### src/rtl/ame_sched_pkg.sv
// Shared types and operand index constants for the AME numerator scheduler.
// Operand set is {M, D, L, C}, packed with M in the top slot.
package ame_sched_pkg;

  localparam int COMP_DATA_BITS_DEF = 64;
  localparam int NUM_REQ_DEF        = 4;

  localparam int M_IDX = 3;
  localparam int D_IDX = 2;
  localparam int L_IDX = 1;
  localparam int C_IDX = 0;

  typedef logic [3:0][COMP_DATA_BITS_DEF-1:0] ame_operands_t;

  typedef struct packed {
    logic                           v;
    logic [$clog2(NUM_REQ_DEF)-1:0] id;
  } ame_tag_t;

endpackage

### src/rtl/ame_rr_arbiter.sv
// Combinational round-robin pick: first set request at or above ptr, with wrap.
// Zero latency; grant_vld low when no request is pending.
module ame_rr_arbiter #(
  parameter int NUM_REQ = 4,
  localparam int IDW = $clog2(NUM_REQ)
) (
  input  logic [NUM_REQ-1:0] req,
  input  logic [IDW-1:0]     ptr,
  output logic [NUM_REQ-1:0] grant_oh,
  output logic [IDW-1:0]     grant_idx,
  output logic               grant_vld
);

  localparam logic [IDW:0] NREQ = NUM_REQ[IDW:0];

  logic [IDW:0] idx;

  always_comb begin
    grant_oh  = '0;
    grant_idx = '0;
    grant_vld = 1'b0;
    idx       = '0;
    for (int k = 0; k < NUM_REQ; k++) begin
      idx = {1'b0, ptr} + k[IDW:0];
      if (idx >= NREQ) idx = idx - NREQ;
      if (!grant_vld && req[idx[IDW-1:0]]) begin
        grant_vld                = 1'b1;
        grant_idx                = idx[IDW-1:0];
        grant_oh[idx[IDW-1:0]]   = 1'b1;
      end
    end
  end

endmodule

### src/rtl/ame_num_sched.sv
// Round-robin share of one M*D-L*C compute unit; handshake to response is COMP_LATENCY+2 cycles.
// Backpressure only via pause_i/arbitration on req_ready_o; responses cannot be stalled.
module ame_num_sched
  import ame_sched_pkg::*;
#(
  parameter int COMP_DATA_BITS = COMP_DATA_BITS_DEF,
  parameter int NUM_REQ        = NUM_REQ_DEF,
  parameter int COMP_LATENCY   = 1
) (
  input  logic                                        clk_i,
  input  logic                                        rst_n_i,
  input  logic                                        pause_i,
  input  logic [NUM_REQ-1:0]                          req_valid_i,
  output logic [NUM_REQ-1:0]                          req_ready_o,
  input  logic [NUM_REQ-1:0][3:0][COMP_DATA_BITS-1:0] req_data_i,
  output logic [NUM_REQ-1:0]                          rsp_valid_o,
  output logic [COMP_DATA_BITS-1:0]                   rsp_data_o,
  output logic                                        comp_init_o,
  output logic [3:0][COMP_DATA_BITS-1:0]              comp_data_o,
  input  logic                                        comp_done_i,
  input  logic [COMP_DATA_BITS-1:0]                   comp_data_i,
  output logic                                        busy_o,
  output logic                                        err_o
);

  localparam int IDW = $clog2(NUM_REQ);
  localparam logic [IDW-1:0] LAST_IDX = IDW'(NUM_REQ - 1);

  typedef struct packed {
    logic           v;
    logic [IDW-1:0] id;
  } tag_t;

  logic [IDW-1:0]     ptr;
  logic [NUM_REQ-1:0] grant_oh;
  logic [IDW-1:0]     grant_idx;
  logic               grant_vld;
  logic               fire;
  tag_t               issue_tag;
  tag_t               tag_pipe [COMP_LATENCY];
  tag_t               tag_out;

  ame_rr_arbiter #(.NUM_REQ(NUM_REQ)) u_arb (
    .req       (req_valid_i),
    .ptr       (ptr),
    .grant_oh  (grant_oh),
    .grant_idx (grant_idx),
    .grant_vld (grant_vld)
  );

  assign req_ready_o = (!pause_i && grant_vld) ? grant_oh : '0;
  assign fire        = |(req_valid_i & req_ready_o);
  assign tag_out     = tag_pipe[COMP_LATENCY-1];

  // issue_tag travels alongside comp_init_o; the pipe then covers the unit latency
  always_ff @(posedge clk_i or negedge rst_n_i) begin
    if (!rst_n_i) begin
      ptr         <= '0;
      comp_init_o <= 1'b0;
      comp_data_o <= '0;
      issue_tag   <= '0;
      for (int k = 0; k < COMP_LATENCY; k++) tag_pipe[k] <= '0;
      rsp_valid_o <= '0;
      rsp_data_o  <= '0;
      err_o       <= 1'b0;
    end else begin
      if (fire) ptr <= (grant_idx == LAST_IDX) ? '0 : grant_idx + 1'b1;
      comp_init_o  <= fire;
      comp_data_o  <= fire ? req_data_i[grant_idx] : '0;
      issue_tag.v  <= fire;
      issue_tag.id <= fire ? grant_idx : '0;
      tag_pipe[0]  <= issue_tag;
      for (int k = 1; k < COMP_LATENCY; k++) tag_pipe[k] <= tag_pipe[k-1];
      rsp_valid_o <= '0;
      rsp_data_o  <= '0;
      if (tag_out.v && comp_done_i) begin
        rsp_valid_o[tag_out.id] <= 1'b1;
        rsp_data_o              <= comp_data_i;
      end
      // unexpected or missing done: flag and drop the slot
      if (tag_out.v != comp_done_i) err_o <= 1'b1;
    end
  end

  always_comb begin
    busy_o = comp_init_o | issue_tag.v | (|rsp_valid_o);
    for (int k = 0; k < COMP_LATENCY; k++) busy_o = busy_o | tag_pipe[k].v;
  end

endmodule

### config.mk
export PLATFORM = sky130hd
export DESIGN_NAME = ame_num_sched
export DESIGN_NICKNAME = d
export VERILOG_FILES = /design/src/rtl/ame_sched_pkg.sv /design/src/rtl/ame_rr_arbiter.sv /design/src/rtl/ame_num_sched.sv
export SDC_FILE = /design/constraint.sdc
export NUM_CORES = 1
export LEC_CHECK = 0
export ABC_AREA = 1
export ABC_CLOCK_PERIOD_IN_PS = 5120
export CELL_PAD_IN_SITES_DETAIL_PLACEMENT = 2
export CELL_PAD_IN_SITES_GLOBAL_PLACEMENT = 2
export CORE_AREA = 2 2 564 566
export DETAILED_ROUTE_END_ITERATION = 8
export DIE_AREA = 0 0 566 568
export GPL_TIMING_DRIVEN = 0
export PLACE_DENSITY_LB_ADDON = 0.1
export SYNTH_ARGS = -nofsm -noshare
export SYNTH_HDL_FRONTEND = slang
export SYNTH_SLANG_ARGS = --single-unit
### constraint.sdc
create_clock -name clk_i -period 5.12 [get_ports clk_i]
set_input_delay 0.768 -clock clk_i [delete_from_list [all_inputs] [get_ports clk_i]]
set_output_delay 0.768 -clock clk_i [all_outputs]
set_load 0.1 [all_outputs]
* Word-level counts from Yosys, hierarchy flattened *
Cells that the tools add are included.

operators by class
  $add $sub $neg = 8
  order comparisons = 15
  equality and inequality tests = 2
  multiplexer cells = 42
  bitwise gates (word level) = 6
  reductions and logical operators = 16

operator list
  operator                                                                              number
  256-bit binary-select mux with 2-bit select                                           1
  256-bit two-way mux                                                                   2
  64-bit two-way mux                                                                    1
  4-bit two-way mux                                                                     6
  2-bit two-way mux                                                                     10
  2-bit by 3-bit less-than comparator with 1-bit output (second input constant)         6
  1-bit two-way mux                                                                     13
  4-bit bitwise OR                                                                      3
  1-bit demux with 2-bit select                                                         5
  2-bit by 1-bit greater-or-equal comparator with 1-bit output (second input constant)  5
  1-bit logical AND                                                                     10
  3-bit greater-or-equal comparator (second input constant)                             3
  1-bit binary-select mux with 2-bit select                                             4
  4-bit OR reduction                                                                    2
  2-bit by 1-bit subtractor with 2-bit output (second input constant)                   4
  2-bit by 2-bit adder with 3-bit output (second input constant)                        2
  4-bit AND                                                                             1
  1-bit logical NOT                                                                     4
  2-bit by 1-bit adder with 3-bit output (second input constant)                        1
  2-bit by 3-bit greater-or-equal comparator with 1-bit output (second input constant)  1
  2-bit by 1-bit adder with 2-bit output (second input constant)                        1
  2-bit equality test (second input constant)                                           1
  1-bit bitwise OR                                                                      2
  1-bit != test                                                                         1

storage, ports and cells
  bits in registers = 333
  input bits = 1,096
  output and inout bits = 331
  word-level logic and storage cells = 101

* Logic depth before layout (Yosys ltp) *
Gate-level depths: netlist of the first run.

  depth in word-level cells = 19
  gate-level depth with buffers = 17
  depth with buffers taken out = 16

* By module *
A second synthesis of the first run with hierarchy kept.

second synthesis, totals
  cells, all modules = 2,574
  area total of the unflattened synthesis = 18,485.2 um2

by module, submodules not included
  module          times used  cells an instance  area each (um2)  seq. area each (um2)
  ame_num_sched   1           2,500              18,044.8         8,333.0
  ame_rr_arbiter  1           74                 440.4            0.0

* Worst setup path before layout of the first run *
No wires, ideal clock.

  path kind = register to output
  start = register with a tool-made name
  end = output port req_ready_o[0]
  arrival = 2,356 ps
  required time = 4,352 ps
  path slack = 1,996 ps
  stages on the path, launching flop included = 12
  buffers on the path = 0
  path through = dfrtp_1 -> inv_2 -> ha_1 -> inv_1 -> nand3_1 -> nand2_1 -> nand2_2 -> nor2_1 -> nand2_1 -> nand3_1 -> nand2_1 -> inv_1

RTL lines
  what              RTL line             text
  end: declaration  ame_num_sched.sv:14  output logic [NUM_REQ-1:0] req_ready_o,

==> impl_results.md, run 1 <==
* Status: complete, no violations
* Max Cap Viol at 0
* Root buffer cell: clkbuf_16
* Pleak at between 15 and 20 nW
* Power Dens Cells at 794 nW/um^2
* Critical path class: reg2out
* Post-route ant nets at 0
* Placed insts at 8756
* Flop pwr share at 0.097
* Worst rel slew slack at 0.0556
* Seq/Total Area, Yosys at 0.403
* Clock skew at roughly 0.038 ns
* Port Buffers at 1426
* NumNets Final at 5741
* P&R area growth vs syn at 106%
* Initial core utilization at 0.0654
* Finished Layout Cells at a little under 9000
* Die width at 566 um
* Unrepaired setup endpoints after global routing: no
* Clk slew on worst S/H paths at 0.05 ns
* Global Route Usage Sum at 0.155
* Vias at 28500
* Combinational share of power at 0.771
* Setup crit end kind: output pin
* Die area at 321000 um^2
* Syn_nets at 4250
* Clock power share at 0.132
* WL met2 at 124 mm
* DR top layer: met5
* Synth cell types at 30
* Share of cells above drive strength 1 at 0.0798
* Pin count of the biggest net entering global routing at 82
* Mapped cell area at 20700 um^2
* Detailed placement HPWL at 214 mm
* FMAX at 213 MHz
* Hold WC Path Type: reg2reg
* Sw Share at 0.636
* WL/cell at around 28 um
* Max VDD drop at 376 uV
* Yosys warnings at 0
* TritonCTS buffer count at 58
* Pwr Total at 0.0337 W
* Longest Clk Path Bufs at 3
* Synth Instances at 3146
* Slew @ Worst Pin at 1.41 ns
* WL final at 255 mm
* Std cell rows at 207
* Commonest non-fill, non-tap cells in the layout: nand2_1, clkdlybuf4s50_1, nand3_1, dfrtp_1, a21oi_1
* Vias in the first global route at between 30000 and 40000
* Worst Path Arrival at between 3 and 4 ns
* Grt total ovfl at 0
* #FFs+latches synth at 333
* Drt first pass iters at 5
* P_sw at 0.0215 W
* WL met3 at between 20 and 25 mm
* Initial antenna violation count at between 200 and 250
* CP Data Required Time at 4.35 ns
* GPL Wtd Cong at 0.778
* Syn_area_per_cell at roughly 6.6 um^2
* DRC errors left at 0
* Slew Viols, Final at 0
* Critical-path maximum fanout at 11
* Fin crit share at 0.918
* Worst-skew pair later-pin latency at 0.75 ns
* Clock Sinks at roughly 330
* Setup TNS at 0 ns
* Wl on met1 at ~98 mm
* Iter 0 DRT Violations at 1105
* Total core area at 316000 um^2
* Hold Fails Final Rpt at 0
* Tmin final at 4.70 ns
* H-tree Lvls at 2
* CTS tree: built
* I/O pin count at 1427
* Setup violators final at 0
* First-pass GRT wire length at 329 mm
* Worst setup SP type: register
* Die H at 568 um
* P_int at 0.0123 W
* Commonest non-fill, non-tap cell in the layout: nand2_1
* Vias per cell at 3.19
-- metal layers --
layer / vias to the layer above / GRT usage
met5: - / 0
met4: 156 / 0.0497
met3: 407 / 0.0705
met2: 1151 / 0.267
met1: 13700 / 0.167
li1: 13100 / -
-- final cells by class --
cell class | instances | area, um^2
fillers | 37200 | 274000
repair buffers | 1431 | 14400
multi-input cells | 2469 | 10500
flip-flops and latches | 333 | 8330
well taps | 4180 | 5230
clock buffers | 88 | 1810
plain buffers | 261 | 1550
inverters | 83 | 312
clock inverters | 19 | 218
diodes | 77 | 193
-- flip-flops by register name (all words and copies together), names as in the netlist, named ones only --
name and count:
rsp_data_o 64, issue_tag 3, comp_data_o 256, rsp_valid_o 4
err_o 1, tag_out 3, ptr 1
-- per-stage QoR --
stage          utilization  hold WS, ns  worst slack [ns]  cell area (um^2)
3_3_place_gp         0.127        0.333            -18.64             40200
5_1_grt              0.134        0.361            0.0412             42400
6_report             0.134        0.345             0.422             42500
2_1_floorplan            -        0.331              2.00             20700
4_1_cts              0.134        0.348           0.00494             42300
3_5_place_dp         0.127        0.336            0.0177             40300
-- worst max-delay path, stage by stage, from the launching register on --
cell and delay [ns]:
dfrtp_1 0.66, inv_2 0.22, ha_1 0.42, inv_1 0.12, nand3_1 0.10, nand2_1 0.15
nor2_4 0.22, a21oi_1 0.10, nand3_1 0.15, nand2_1 0.08, inv_1 0.06, dlygate4sd2_1 0.90
-- cell families (layout without fill, tap and decap cells) --
group	after synthesis	in the layout	share of synthesized area
and+or+nand+nor	2192	2192	0.435
buffers and inverters	344	1882	0.0899
other	0	77	0
AOI/OAI and AO/OA	268	268	0.0664
adders and majority gates	8	8	0.00484
DFF	333	333	0.403
xor gates and xnor gates	1	1	0.000424
-- cells in the mapped netlist (all sizes together) --
cell    instances  area share
nand2        1643        0.30
nand3         529        0.13
dfrtp         333        0.40
a21oi         259       0.063
buf           244       0.072
inv            83       0.015
clkbuf         17      0.0031
ha              8      0.0048
nor2            8      0.0027
a21boi          5      0.0018
nor3            5      0.0012
nand4           4      0.0012
o21ai           3     0.00091
nand3b          1     0.00036
nor4            1     0.00030
o22ai           1     0.00097
or2             1     0.00030
xor2            1     0.00042
-- final timing paths --
kind | slack [ns] | endpoint | from | cells past startpoint
worst max-delay path | 0.42 | req_ready_o[2] | register | 11
worst min-delay path | 0.35 | tag_out[0] | issue_tag[0] | 0
worst max register to register | 0.62 | comp_data_o[128] | register | 15
worst min register to register | 0.35 | tag_out[0] | issue_tag[0] | 0
max in group asynchronous | 2.95 | comp_data_o[99] | rst_n_i | 4
min in group asynchronous | 0.54 | comp_data_o[221] | rst_n_i | 2
-- power groups by stage --
| stage | Sequential [W] | Combinational (W) | Clock (W) |
|---|---|---|---|
| after floorplan | 0.00578 | 0.0123 | 0 |
| after global placement | 0.00335 | 0.0275 | 0 |
| after detailed placement | 0.00334 | 0.0275 | 0 |
| after CTS | 0.00330 | 0.0276 | 0.00473 |
| after global routing | 0.00332 | 0.0293 | 0.00477 |
| final | 0.00328 | 0.0260 | 0.00445 |
-- what timing repair did --
action / CTS / global route
hold endpoints to repair: 50 / 0
endpoints found under the setup margin: 5 / 2
hold buffers: 1 / 0
resized for setup: 7 / 2
setup buffers: 0 / 0
Note: power is estimated with default switching activity, not from simulation.
==> inputs of run 2 (changes only) <==
- GPL_ROUTABILITY_DRIVEN: default -> 1
==> results of run 2 <==
Same layout as run 1: the final DEF is identical, and so are final timing and power.
==> inputs of run 3 (changes only) <==
- SLEW_MARGIN: default -> 10
==> run 3 against run 2 <==
  * Sequential share of layout area rose by 0.072 points
  * Register-to-register slack improved by 0.03 ns
  * Largest power group unchanged
  * Largest cell class unchanged
  * Flip-flop and latch count did not move
  * Highest routed layer unchanged
==> impl_results.md, run 3 (same netlist as run 1, synthesis figures left out) <==
* Status: complete, no violations
* Pin count of the biggest net entering global routing at 76 (-7.3%)
* GPL Wtd Cong at 0.778 (unchanged)
* Critical-path maximum fanout at 11 (unchanged)
* Max VDD drop at 370 uV (-1.5%)
* Worst Path Buf+Inv at 4 (unchanged)
* Global Route Usage Sum at 0.155 (+0.000460)
* Final core occ at 0.134 (-0.000495)
* H-tree Lvls at 2 (unchanged)
* Initial antenna violation count at 224 (+1.4%)
* Pwr Total at 0.0336 W (-0.26%)
* Crit path cell chain: inv_2 -> ha_1 -> inv_1 -> nand3_1 -> nand2_1 -> nor2_4 -> a21oi_1 -> nand3_1 -> nand2_1 -> inv_1 -> clkdlybuf4s15_1
* Commonest non-fill, non-tap cells in the layout: nand2_1, clkdlybuf4s50_1, nand3_1, dfrtp_1, a21oi_1
* Die width at 566 um (unchanged)
* Slew Viols, Final at 0 (unchanged)
* Power Dens Cells at 794 nW/um^2 (+0.10%)
* Slew @ Worst Pin at 1.34 ns (-0.0748 ns)
* Vias in the first global route at 31800 (-0.0094%)
* Clock skew at 0.0395 ns (+0.00165 ns)
* CTS tree: built
* Worst Path Arrival at 3.87 ns (-0.06 ns)
* Crit path largest cell delay at 0.86 ns (-0.04 ns)
* Top Registers: comp_data_o x256, rsp_data_o x64, rsp_valid_o x4
* Longest Clk Path Bufs at 3 (unchanged)
* CP Data Required Time at 4.35 ns (about the same)
* Clock Sinks at 333 (unchanged)
* Root buffer cell: clkbuf_16
* Worst-skew pair later-pin latency at 0.76 ns (about the same)
* Port Buffers at 1426 (unchanged)
* I/O pin count at 1427 (unchanged)
* FMAX at 216 MHz (+1.4%)
* Commonest non-fill, non-tap cell in the layout: nand2_1
* Worst rel slew slack at 0.106 (+0.0500)
* Max FFs per register at 256 (unchanged)
* WL final at 255 mm (about the same)
* Setup crit end kind: output pin
* Setup violators final at 0 (unchanged)
* Hold Fails Final Rpt at 0 (unchanged)
* Hold WC Path Type: reg2reg
* Post-place setup slack at 0.0216 ns (+0.00391 ns)
* Die H at 568 um (unchanged)
* NumNets Final at 5742 (+0.017%)
* Post-route ant nets at 0 (unchanged)
* DRC errors left at 0 (unchanged)
* Fill count at 37200 (+0.14%)
* WL/cell at 28.6 um (+0.44%)
* Initial core utilization at 0.0654 (unchanged)
* Slowest-stage cell, CP: clkdlybuf4s15_1
* Worst path top cell family by delay: buffers and inverters
* Hold Slack at 0.357 ns (+0.0116 ns)
* Std cell rows at 207 (unchanged)
* Die area at 321000 um^2 (unchanged)
* Total core area at 316000 um^2 (unchanged)
* Grt total ovfl at 0 (unchanged)
* Post-route setup slack at 0.486 ns (+0.0635 ns)
* Worst setup SP type: register
* Unrepaired setup endpoints after global routing: no
* Worst R2R Setup Slack at 0.65 ns (+0.03 ns)
* Vias per cell at 3.20 (+0.50%)
* TritonCTS buffer count at 59 (+1.7%)
* Critical path class: reg2out
* First-pass GRT wire length at 330 mm (+0.43%)
* Max Cap Viol at 0 (unchanged)
* Tmin final at 4.63 ns (-0.0635 ns)
* Detailed placement HPWL at 214 mm (about the same)
* P&R area growth vs syn at 105%
* Share of cells above drive strength 1 at 0.0830 (+0.00313)
* Drt first pass iters at 5 (unchanged)
* Vias at 28600 (+0.14%)
* Fin crit share at 0.905 (-0.0124)
* Pleak at 18.9 nW (about the same)
* Iter 0 DRT Violations at 1151 (+4.2%)
* Clk slew on worst S/H paths at 0.05 ns (about the same)
* Biggest register: comp_data_o
* Setup TNS at 0 ns (unchanged)
-- run 3: cell types whose count changed in the layout (fill, tap and decap cells not counted) --
| cell | previous run | this run |
|---|---|---|
| clkdlybuf4s50_1 | 1420 | 1406 |
| clkdlybuf4s15_1 | 0 | 2 |
| bufinv_16 | 4 | 5 |
| diode_2 | 77 | 41 |
| clkinv_2 | 13 | 18 |
| clkbuf_1 | 24 | 27 |
| buf_2 | 187 | 201 |
| clkbuf_4 | 0 | 1 |
| clkdlybuf4s15_2 | 0 | 1 |
| buf_4 | 30 | 29 |
| dlygate4sd2_1 | 2 | 0 |
| clkbuf_8 | 22 | 15 |
| inv_16 | 0 | 1 |
-- run 3: per-stage QoR --
step	instance area, um^2	cells
floorplan	20700	3146
global placement	40200	8752
detailed placement	40200	8756
CTS	42300	8868
global route	42300	8876
finish	42400	8909
-- run 3: power breakdown --
part | switching [W] | leakage, nW | internal [W]
sequential | 0.000168 | 4.55 | 0.00311
combinational | 0.0194 | 13.3 | 0.00654
clock | 0.00189 | 1.01 | 0.00257
-- run 3: area by class of cell --
| cell class | instances | area, um^2 | area share |
|---|---|---|---|
| plain buffers | 261 | 1550 | 0.0367 |
| clock buffers | 85 | 1720 | 0.0407 |
| flip-flops and latches | 333 | 8330 | 0.197 |
| inverters | 83 | 312 | 0.00736 |
| clock inverters | 26 | 293 | 0.00691 |
| well taps | 4180 | 5230 | 0.123 |
| diodes | 41 | 103 | 0.00242 |
| repair buffers | 1431 | 14300 | 0.338 |
| multi-input cells | 2469 | 10500 | 0.248 |
-- run 3: repair_timing --
action	4_1_cts	5_1_grt
hold endpoints to repair	60	0
endpoints found under the setup margin	4	4
hold buffers	1	0
buffers inserted	0	0
resized for setup	7	4
-- run 3: path summary, 6_finish.rpt --
path                                          to  cells after the start    startpoint
worst min-delay path                  tag_out[0]                      0  issue_tag[0]
worst max register to register  comp_data_o[128]                     15      register
worst max-delay path              req_ready_o[2]                     11      register
min in group asynchronous       comp_data_o[228]                      2       rst_n_i
worst min register to register        tag_out[0]                      0  issue_tag[0]
max in group asynchronous        comp_data_o[99]                      4       rst_n_i
-- run 3: routing by layer --
| layer | vias to the layer above | global-route usage | wire, um |
|---|---|---|---|
| met5 | - | 0 | 952 |
| met4 | 156 | 0.0206 | 3900 |
| met3 | 409 | 0.0673 | 23300 |
| met2 | 1167 | 0.280 | 128000 |
| met1 | 13800 | 0.170 | 98900 |
| li1 | 13100 | - | - |
-- run 3: worst reg2reg max path, stage by stage, from the launching register on --
cell and delay (ns):
dfrtp_1 0.64, inv_2 0.23, ha_1 0.41, inv_1 0.16
nand3_1 0.09, nand2_1 0.20, nand2_2 0.14, nor2_1 0.23
nand2_1 0.09, nand3_1 0.11, o21ai_2 0.18, inv_2 0.14
buf_2 0.75, buf_2 0.51, nand2_1 0.17, a21oi_1 0.29
